[src/rtl/capture_wr.sv]
// capture_wr: AXI4 write master packing a 64-bit pixel stream into 128-B aligned 16-beat INCR bursts.
// AWVALID rises one cycle after 16 words are buffered; S_READY falls only when an active frame's FIFO is full.

module capture_wr_fifo #(
  parameter int W     = 64,
  parameter int DEPTH = 32
) (
  input  logic                       i_clk,
  input  logic                       i_rst_n,
  input  logic                       i_flush,
  input  logic                       i_push_vld,
  input  logic [W-1:0]               i_push_dat,
  input  logic                       i_pop_rdy,
  output logic [W-1:0]               o_head_dat,
  output logic [$clog2(DEPTH):0]     o_count,
  output logic                       o_full
);
  localparam int AW = $clog2(DEPTH);

  logic [W-1:0]  r_mem [DEPTH];
  logic [AW-1:0] r_wp;
  logic [AW-1:0] r_rp;
  logic [AW:0]   r_cnt;
  logic          w_push;
  logic          w_pop;

  assign o_full     = (r_cnt == (AW+1)'(DEPTH));
  assign o_count    = r_cnt;
  assign o_head_dat = r_mem[r_rp];
  assign w_push     = i_push_vld && !o_full;
  assign w_pop      = i_pop_rdy && (r_cnt != '0);

  always_ff @(posedge i_clk or negedge i_rst_n) begin
    if (!i_rst_n) begin
      r_wp  <= '0;
      r_rp  <= '0;
      r_cnt <= '0;
    end else if (i_flush) begin
      r_wp  <= '0;
      r_rp  <= '0;
      r_cnt <= '0;
    end else begin
      if (w_push) r_wp <= r_wp + AW'(1);
      if (w_pop)  r_rp <= r_rp + AW'(1);
      case ({w_push, w_pop})
        2'b10:   r_cnt <= r_cnt + (AW+1)'(1);
        2'b01:   r_cnt <= r_cnt - (AW+1)'(1);
        default: r_cnt <= r_cnt;
      endcase
    end
  end

  always_ff @(posedge i_clk) begin
    if (w_push) r_mem[r_wp] <= i_push_dat;
  end
endmodule

module capture_wr #(
  parameter int C_M_AXI_THREAD_ID_WIDTH = 1,
  parameter int C_M_AXI_ADDR_WIDTH      = 32,
  parameter int C_M_AXI_DATA_WIDTH      = 64,
  parameter int FIFO_DEPTH              = 32,
  parameter int BURSTS_PER_FRAME        = 2400
) (
  input  logic                                ACLK,
  input  logic                                ARESETN,
  input  logic                                M_AXI_AWREADY,
  output logic                                M_AXI_AWVALID,
  output logic [C_M_AXI_ADDR_WIDTH-1:0]       M_AXI_AWADDR,
  output logic [7:0]                          M_AXI_AWLEN,
  output logic [2:0]                          M_AXI_AWSIZE,
  output logic [1:0]                          M_AXI_AWBURST,
  output logic [3:0]                          M_AXI_AWCACHE,
  output logic [2:0]                          M_AXI_AWPROT,
  output logic [C_M_AXI_THREAD_ID_WIDTH-1:0]  M_AXI_AWID,
  input  logic                                M_AXI_WREADY,
  output logic                                M_AXI_WVALID,
  output logic [C_M_AXI_DATA_WIDTH-1:0]       M_AXI_WDATA,
  output logic [C_M_AXI_DATA_WIDTH/8-1:0]     M_AXI_WSTRB,
  output logic                                M_AXI_WLAST,
  input  logic                                M_AXI_BVALID,
  input  logic [1:0]                          M_AXI_BRESP,
  output logic                                M_AXI_BREADY,
  input  logic [C_M_AXI_DATA_WIDTH-1:0]       S_DATA,
  input  logic                                S_VALID,
  output logic                                S_READY,
  input  logic [C_M_AXI_ADDR_WIDTH-1:0]       CAPADDR,
  input  logic                                CAPON,
  output logic                                FRAME_DONE,
  output logic                                BRESP_ERR
);
  localparam int NB   = C_M_AXI_DATA_WIDTH / 8;
  localparam int CNTW = $clog2(FIFO_DEPTH) + 1;
  localparam int CW   = (BURSTS_PER_FRAME > 1) ? $clog2(BURSTS_PER_FRAME) : 1;
  localparam logic [CW-1:0] LAST_BURST = CW'(BURSTS_PER_FRAME - 1);

  typedef enum logic [1:0] {S_IDLE, S_AW, S_W, S_B} state_t;

  state_t                          r_state;
  logic                            r_active;
  logic                            r_awvalid;
  logic                            r_wvalid;
  logic                            r_wlast;
  logic                            r_bready;
  logic                            r_frame_done;
  logic                            r_bresp_err;
  logic [C_M_AXI_ADDR_WIDTH-1:0]   r_addr;
  logic [CW-1:0]                   r_burst_cnt;
  logic [3:0]                      r_beat;

  logic                            w_start;
  logic                            w_push;
  logic                            w_pop;
  logic                            w_full;
  logic [CNTW-1:0]                 w_count;
  logic [C_M_AXI_DATA_WIDTH-1:0]   w_head;
  logic [C_M_AXI_DATA_WIDTH-1:0]   w_wdata;
  logic                            w_unused;

  assign w_start  = (r_state == S_IDLE) && !r_active && CAPON;
  assign w_push   = r_active && S_VALID && !w_full;
  assign w_pop    = r_wvalid && M_AXI_WREADY;
  assign w_unused = ^CAPADDR[6:0];

  capture_wr_fifo #(
    .W     (C_M_AXI_DATA_WIDTH),
    .DEPTH (FIFO_DEPTH)
  ) u_fifo (
    .i_clk      (ACLK),
    .i_rst_n    (ARESETN),
    .i_flush    (w_start),
    .i_push_vld (w_push),
    .i_push_dat (S_DATA),
    .i_pop_rdy  (w_pop),
    .o_head_dat (w_head),
    .o_count    (w_count),
    .o_full     (w_full)
  );

  // First pixel (top byte of the stream word) goes to the lowest byte lane.
  always_comb begin
    w_wdata = '0;
    for (int i = 0; i < NB; i++) begin
      w_wdata[8*i +: 8] = w_head[8*(NB-1-i) +: 8];
    end
  end

  always_ff @(posedge ACLK or negedge ARESETN) begin
    if (!ARESETN) begin
      r_state      <= S_IDLE;
      r_active     <= 1'b0;
      r_awvalid    <= 1'b0;
      r_wvalid     <= 1'b0;
      r_wlast      <= 1'b0;
      r_bready     <= 1'b0;
      r_frame_done <= 1'b0;
      r_bresp_err  <= 1'b0;
      r_addr       <= '0;
      r_burst_cnt  <= '0;
      r_beat       <= '0;
    end else begin
      r_frame_done <= 1'b0;
      case (r_state)
        S_IDLE: begin
          if (w_start) begin
            r_addr      <= {CAPADDR[C_M_AXI_ADDR_WIDTH-1:7], 7'b0};
            r_burst_cnt <= '0;
            r_active    <= 1'b1;
          end else if (r_active && !CAPON) begin
            r_active <= 1'b0;
          end else if (r_active && (w_count >= CNTW'(16))) begin
            r_awvalid <= 1'b1;
            r_state   <= S_AW;
          end
        end
        S_AW: begin
          if (M_AXI_AWREADY) begin
            r_awvalid <= 1'b0;
            r_wvalid  <= 1'b1;
            r_wlast   <= 1'b0;
            r_beat    <= '0;
            r_state   <= S_W;
          end
        end
        S_W: begin
          if (M_AXI_WREADY) begin
            r_beat  <= r_beat + 4'd1;
            r_wlast <= (r_beat == 4'd14);
            if (r_beat == 4'd15) begin
              r_wvalid <= 1'b0;
              r_bready <= 1'b1;
              r_state  <= S_B;
            end
          end
        end
        S_B: begin
          if (M_AXI_BVALID) begin
            r_bready    <= 1'b0;
            if (M_AXI_BRESP != 2'b00) r_bresp_err <= 1'b1;
            r_addr      <= r_addr + C_M_AXI_ADDR_WIDTH'(128);
            r_burst_cnt <= r_burst_cnt + CW'(1);
            if (r_burst_cnt == LAST_BURST) begin
              r_frame_done <= 1'b1;
              r_active     <= 1'b0;
            end
            r_state <= S_IDLE;
          end
        end
        default: r_state <= S_IDLE;
      endcase
    end
  end

  assign M_AXI_AWVALID = r_awvalid;
  assign M_AXI_AWADDR  = r_addr;
  assign M_AXI_AWLEN   = 8'd15;
  assign M_AXI_AWSIZE  = 3'd3;
  assign M_AXI_AWBURST = 2'b01;
  assign M_AXI_AWCACHE = 4'b0011;
  assign M_AXI_AWPROT  = 3'b000;
  assign M_AXI_AWID    = '0;
  assign M_AXI_WVALID  = r_wvalid;
  assign M_AXI_WDATA   = w_wdata;
  assign M_AXI_WSTRB   = '1;
  assign M_AXI_WLAST   = r_wlast;
  assign M_AXI_BREADY  = r_bready;
  assign S_READY       = !r_active || !w_full;
  assign FRAME_DONE    = r_frame_done;
  assign BRESP_ERR     = r_bresp_err;
endmodule

[config.mk]
export PLATFORM = sky130hd
export DESIGN_NAME = capture_wr
export DESIGN_NICKNAME = d
export VERILOG_FILES = /design/src/rtl/capture_wr.sv
export SDC_FILE = /design/constraint.sdc
export NUM_CORES = 2
export LEC_CHECK = 0
export CELL_PAD_IN_SITES_DETAIL_PLACEMENT = 1
export CELL_PAD_IN_SITES_GLOBAL_PLACEMENT = 2
export CORE_MARGIN = 3
export CORE_UTILIZATION = 44
export CTS_CLUSTER_DIAMETER = 50
export CTS_CLUSTER_SIZE = 30
export DETAILED_ROUTE_END_ITERATION = 8
export PLACE_DENSITY_LB_ADDON = 0.1
export REMOVE_ABC_BUFFERS = 1
export SLEW_MARGIN = 5
export SYNTH_ARGS = -nofsm -noshare
export SYNTH_HDL_FRONTEND = slang
export SYNTH_SLANG_ARGS = --single-unit
[constraint.sdc]
create_clock -name ACLK -period 4.2 [get_ports ACLK]
set_input_delay 1.05 -clock ACLK [delete_from_list [all_inputs] [get_ports ACLK]]
set_output_delay 1.05 -clock ACLK [all_outputs]
set_load 0.05 [all_outputs]
Yosys cells after proc, flatten, opt, wreduce, memory -nomap -nowiden. Memories as Yosys holds them, arrays and structs flattened. Cells that the tools add are included.

Register bits: 73. Output and inout bits: 132. Bits in writable memories: 2048. Memories: 1. Input port bits: 105.

Multiplexer cells: 48. Eq/ne operators: 19. Reduce and logical (&&, ||, !) cells: 31. Add/subtract/negate cells: 7. Order comparisons: 1.

Memory list: u_fifo.r_mem (words 32, width 64, read ports 1, clocked after Yosys merged registers in 0, wr ports 1, RTL line 20) `logic [W-1:0] r_mem [DEPTH];`.

Operator list (count): 32-bit 2-to-1 mux (2); 32-bit one-hot mux with 2 select lines (1); 32-bit by 8-bit adder with 32-bit output (second input constant) (1); 12-bit 2-to-1 mux (2); 12-bit one-hot mux with 2 select lines (1); 1-bit 2-to-1 mux (20); 5-bit 2-to-1 mux (4); 2-bit 2-to-1 mux (7); 2-bit != test (second input constant) (7); 2-bit nonzero test (7); 12-bit by 1-bit adder with 12-bit output (second input constant) (1); 12-bit == test (second input constant) (1); 6-bit one-hot mux with 2 select lines (1); 4-bit AND reduction (3); 5-bit by 1-bit adder with 5-bit output (second input constant) (2); 1-bit one-hot mux with 2 select lines (5); 1-bit logical AND (9); 3-bit AND reduction (3); 4-bit == test (second input constant) (2); 4-bit 2-to-1 mux (2); 2-bit one-hot mux with 4 select lines (1); 4-bit one-hot mux with 2 select lines (1); 7-bit AND reduction (1); 6-bit by 1-bit adder with 6-bit output (second input constant) (1); other kinds (15) (21).

Depth between registers and ports, before layout.
Depth after elaboration: 7. Gate-level depth with buffers: 14. Mapped depth without buffers: 11.

Cells and area by module. A second synthesis with hierarchy kept.

Cells, all modules: 3751. Area total of the unflattened synthesis: 82216.4 µm².

By module, submodules not included: capture_wr_fifo (cells each 3389, area an instance 78988.3 µm², instances 1, sequential area each 61899.4 µm²); capture_wr (cells each 362, area an instance 3228.1 µm², instances 1, sequential area each 1251.2 µm²).

Worst setup path after synthesis. No wires, ideal clock.

Path type: input-to-reg. Start: input S_VALID. End: memory u_fifo.r_mem[25][0] (enable). Data arrival time: 4230 ps. Stages on the path: 4. Setup slack: -516 ps. Buffers on the path: 1. Setup time: 487 ps. Cells stage by stage: o311a_1 buf_2 nand2_1 nor2_1.

Longest elaborated chain between the ends: 5.

Ends and longest elaborated chain: start, declared (RTL line 85) `input logic S_VALID,`; 1-bit logical AND (2 in series) (RTL line 121) `assign w_push = r_active && S_VALID && !w_full;`; 1-bit logical AND (RTL line 30) `assign w_push = i_push_vld && !o_full;`; 1-bit 2-to-1 mux (RTL line 54) `if (w_push) r_mem[r_wp] <= i_push_dat;`; 1-bit 2-to-1 mux (implied by the code) (RTL line 54); end, declared (RTL line 20).

No other way between the ends.

Worst setup path in the final report.
Start: register u_fifo.r_rp[0]. End: output M_AXI_WDATA[26].

Longest elaborated chain between the ends: 1.

Ends and longest elaborated chain: start, declared (RTL line 22) `logic [AW-1:0] r_rp;`; start signal, assigned (RTL line 44) `if (w_pop) r_rp <= r_rp + AW'(1);`; memory read 32 x 64 bit; end, declared (RTL line 78) `output logic [C_M_AXI_DATA_WIDTH-1:0] M_AXI_WDATA,`.

No other way between the ends.

==> flow_summary_export.csv <==
group,metric,value,unit
drt,drt-vias-per-instance,5.91,
drt,vias,41236,
sta,slew_viol_final,0,
logic_synthesis,synth_area_leaders,"edfxtp_1 75%, mux4_2 12%, mux2i_1 3.9%, dfrtp_1 2.0%, nor2_1 0.65%",
placement,placed_area,88900,sq um
layout,final_cell_area,99700,sq um
worst_setup_path,endpoint_kind,"primary output",
logic_synthesis,ys_async_sr_fraction,0.0312,
job,maxCapViolations,0,
die,die_w,438,um
worst_setup_path,required,3.15,ns
grt,grt_pass1_vias,43309,
die,pin_count,237,
layout,nNetsFinal,4444,
die,start_util,0.443,
layout,syn_to_final_growth,21.3,%
drt,drtIter0Drc,3891,
sta,clock_skew,0.0481,ns
layout,post_route_cells_drive_above_1_share,0.317,
placement,dp_hpwl,114,mm
grt,grt_pass1_wl,321,mm
worst_setup_path,timing.reg2reg.setup_slack,0.70,ns
worst_setup_path,worstSetupStartpointType,"register",
worst_setup_path,crit_family,"multiplexers",
power_and_ir_drop,powerDensity,709,nW/um^2
sta,setup_viol,56,
drt,wirelength,227,mm
worst_setup_path,path_buf_inv,5,
grt,grt-ovfl-total,0,
sta,clock.fmax,228,MHz
logic_synthesis,ys_ff_latch,2114,
die,std_cell_rows,158,
logic_synthesis,yosysTopAreaCellShare,0.748,
worst_setup_path,critPathMaxFanout,8,
sta,finalWorstSetupSlack,-0.195,ns
logic_synthesis,synth-edff-count,2048,
sta,timing.slew.headroom,0.201,
sta,rsz0062_at_grt,"true",
die,die_h,438,um
grt,antenna_found_initial,10,
power_and_ir_drop,cellLeakagePower,32.1,nW
min_path,min-delay-path-class,"input port to asynchronous set/reset pin",
cts,cts_buffer_depth,3,
grt,grt_max_degree,65,
worst_setup_path,path_depth,9,
sta,fin_crit,4.40,ns
logic_synthesis,ys.flop_type,"edfxtp_1",
worst_setup_path,crit_path_max_incr_delay,0.52,ns
grt,grt_usage,0.235,
worst_setup_path,cp_slowest_cell,"mux4_2",
drt,postRouteAntennaNets,0,
drt,drc,0,
sta,worstMarginPinSlew,1.19,ns
cts,path_clk_slew,0.06,ns
cts,cts_buffers,192,
logic_synthesis,syn_inst,3805,
die,coreArea,186000,sq um
logic_synthesis,yosysUniqueCellTypes,63,
status,status,"finished with violations",
cts,root_buffer,"clkbuf_16",
cts,cts_tree,"done",
logic_synthesis,synth_top_cell_by_area,"edfxtp_1",
worst_setup_path,worstSetupPathType,"register to primary output",
worst_setup_path,arrival,3.35,ns
logic_synthesis,ys_seq_area_frac,0.768,
placement,port_buffers,193,
worst_setup_path,reg2regPathDepth,10,
cts,clock_sinks,2114,
logic_synthesis,synth_area_per_cell,21.6,sq um
logic_synthesis,synthesis.area,82200,sq um
cts,h-tree-depth,4,
worst_setup_path,path_cells,"buf_12 -> buf_16 -> buf_16 -> buf_8 -> mux4_2 -> mux4_2 -> nor2b_2 -> a211oi_2 -> buf_6",
placement,place_congestion,0.709,
cts,clock_latency,0.85,ns
logic_synthesis,yosysWarnings,0,
cts,ctsHoldBuffers,0,
die,dieArea,192000,sq um
sta,layout_worst_path_cycle_share,1.05,
drt,drt_first_pass_iters,7,
drt,wl_per_cell,32.6,um
status,violations,"setup timing",
power_and_ir_drop,peakVddDrop,866,uV
placement,post-place-ws,-0.0827,ns
sta,hold_violations,0,
==> per-layer routing <==
layer  GRT usage  part of all wire  vias to the layer above
met5           0           0.00014                        -
met4      0.0673             0.027                        4
met3      0.0365             0.052                      345
met2       0.389              0.50                     1193
met1       0.323              0.42                    22638
li1            -                 -                    17056
==> worst paths after layout <==
kind	startpoint	to
max in group asynchronous	ARESETN	u_fifo.r_rp[1]
worst max register to register	u_fifo.o_count[1]	u_fifo.o_count[5]
worst min register to register	BRESP_ERR	BRESP_ERR
min in group ACLK	BRESP_ERR	BRESP_ERR
worst min-delay path	ARESETN	r_burst_cnt[9]
worst max-delay path	u_fifo.r_rp[0]	M_AXI_WDATA[26]
==> timing repair <==
item / in CTS / in global routing
gates resized for setup: 315 / 83
hold endpoints to repair: 0 / 0
buffers inserted: 92 / 31
endpoints found under the setup margin: 64 / 64
pin swaps: 64 / 39
cloned: 29 / 10
==> report_power, final <==
group	total [mW]	switching, mW	internal (mW)
logic	27.5	14.7	12.9
clock network	19.0	8.76	10.2
registers	24.2	0.431	23.8
==> area by class of cell <==
type,count,area [sq um]
diodes,2,5.00
clock buffers,203,4910
clock inverters,162,2030
fillers,15824,85900
inverters,10,37.5
multi-input cells,1473,19200
flip-flops and latches,2114,63200
well taps,2480,3100
repair buffers,530,7260
==> per-stage QoR <==
step / hold WS, ns / setup TNS (ns) / std cells / total power, mW / util
final: 0.261 / -5.15 / 6974 / 70.7 / 0.537
after global routing: 0.265 / -12.78 / 6973 / 73.5 / 0.537
after CTS: 0.196 / -11.12 / 6943 / 70.6 / 0.534
after detailed placement: 0.461 / -0.0827 / 6461 / 47.3 / 0.479
after global placement: 0.452 / -0.139 / 6461 / 47.2 / 0.479
after floorplan: 0.456 / -2488.56 / 3595 / 35.4 / -
==> kinds of logic (layout without fill, tap and decap cells) <==
| family | count (synthesis) | after routing | share of synthesized area |
|---|---|---|---|
| and+or+nand+nor | 302 | 304 | 0.0173 |
| buffers and inverters | 254 | 905 | 0.0181 |
| xor gates and xnor gates | 22 | 22 | 0.00234 |
| other | 2 | 38 | 0.0000913 |
| muxes | 786 | 786 | 0.164 |
| DFF | 2114 | 2114 | 0.768 |
| AOI/OAI and AO/OA | 307 | 307 | 0.0274 |
| adders and majority gates | 18 | 18 | 0.00274 |
==> state kept, by name, summed over array words and instances (netlist names) <==
name,count
u_fifo.r_mem,2048
M_AXI_AWADDR,25
r_burst_cnt,12
u_fifo.o_count,6
u_fifo.r_rp,5
u_fifo.r_wp,5
r_beat,4
r_state,2
BRESP_ERR,1
FRAME_DONE,1
M_AXI_AWVALID,1
M_AXI_BREADY,1
M_AXI_WLAST,1
M_AXI_WVALID,1
r_active,1
==> synthesized netlist by cell type (all sizes together) (19+ instances only) <==
library cell  count
o21ai            26
nand3            22
nor2b            19
a211oi           52
mux2i           318
o22ai            59
nor2            143
buf             165
a221oi           43
mux2             22
edfxtp         2048
mux4            446
a2111oi          27
nand2            48
dfrtp            66
a21oi            32
o221ai           28
clkbuf           79
==> layout by cell type, fill, tap and decap left out, types with 23 or more instances in the layout <==
cell type and instances:
nor2_1 91, inv_6 31, o22ai_1 50, o21ai_0 26, dfrtp_1 61, a21oi_1 32, o221ai_1 28, a211oi_2 33
buf_4 153, mux2i_1 294, buf_12 133, mux4_2 446, inv_8 24, buf_16 36, clkbuf_16 206, clkinv_8 23
buf_6 56, nand2_1 46, edfxtp_1 2048, nor2_4 34, clkdlybuf4s50_1 128, conb_1 36
Power figures use the tool's default switching activity.
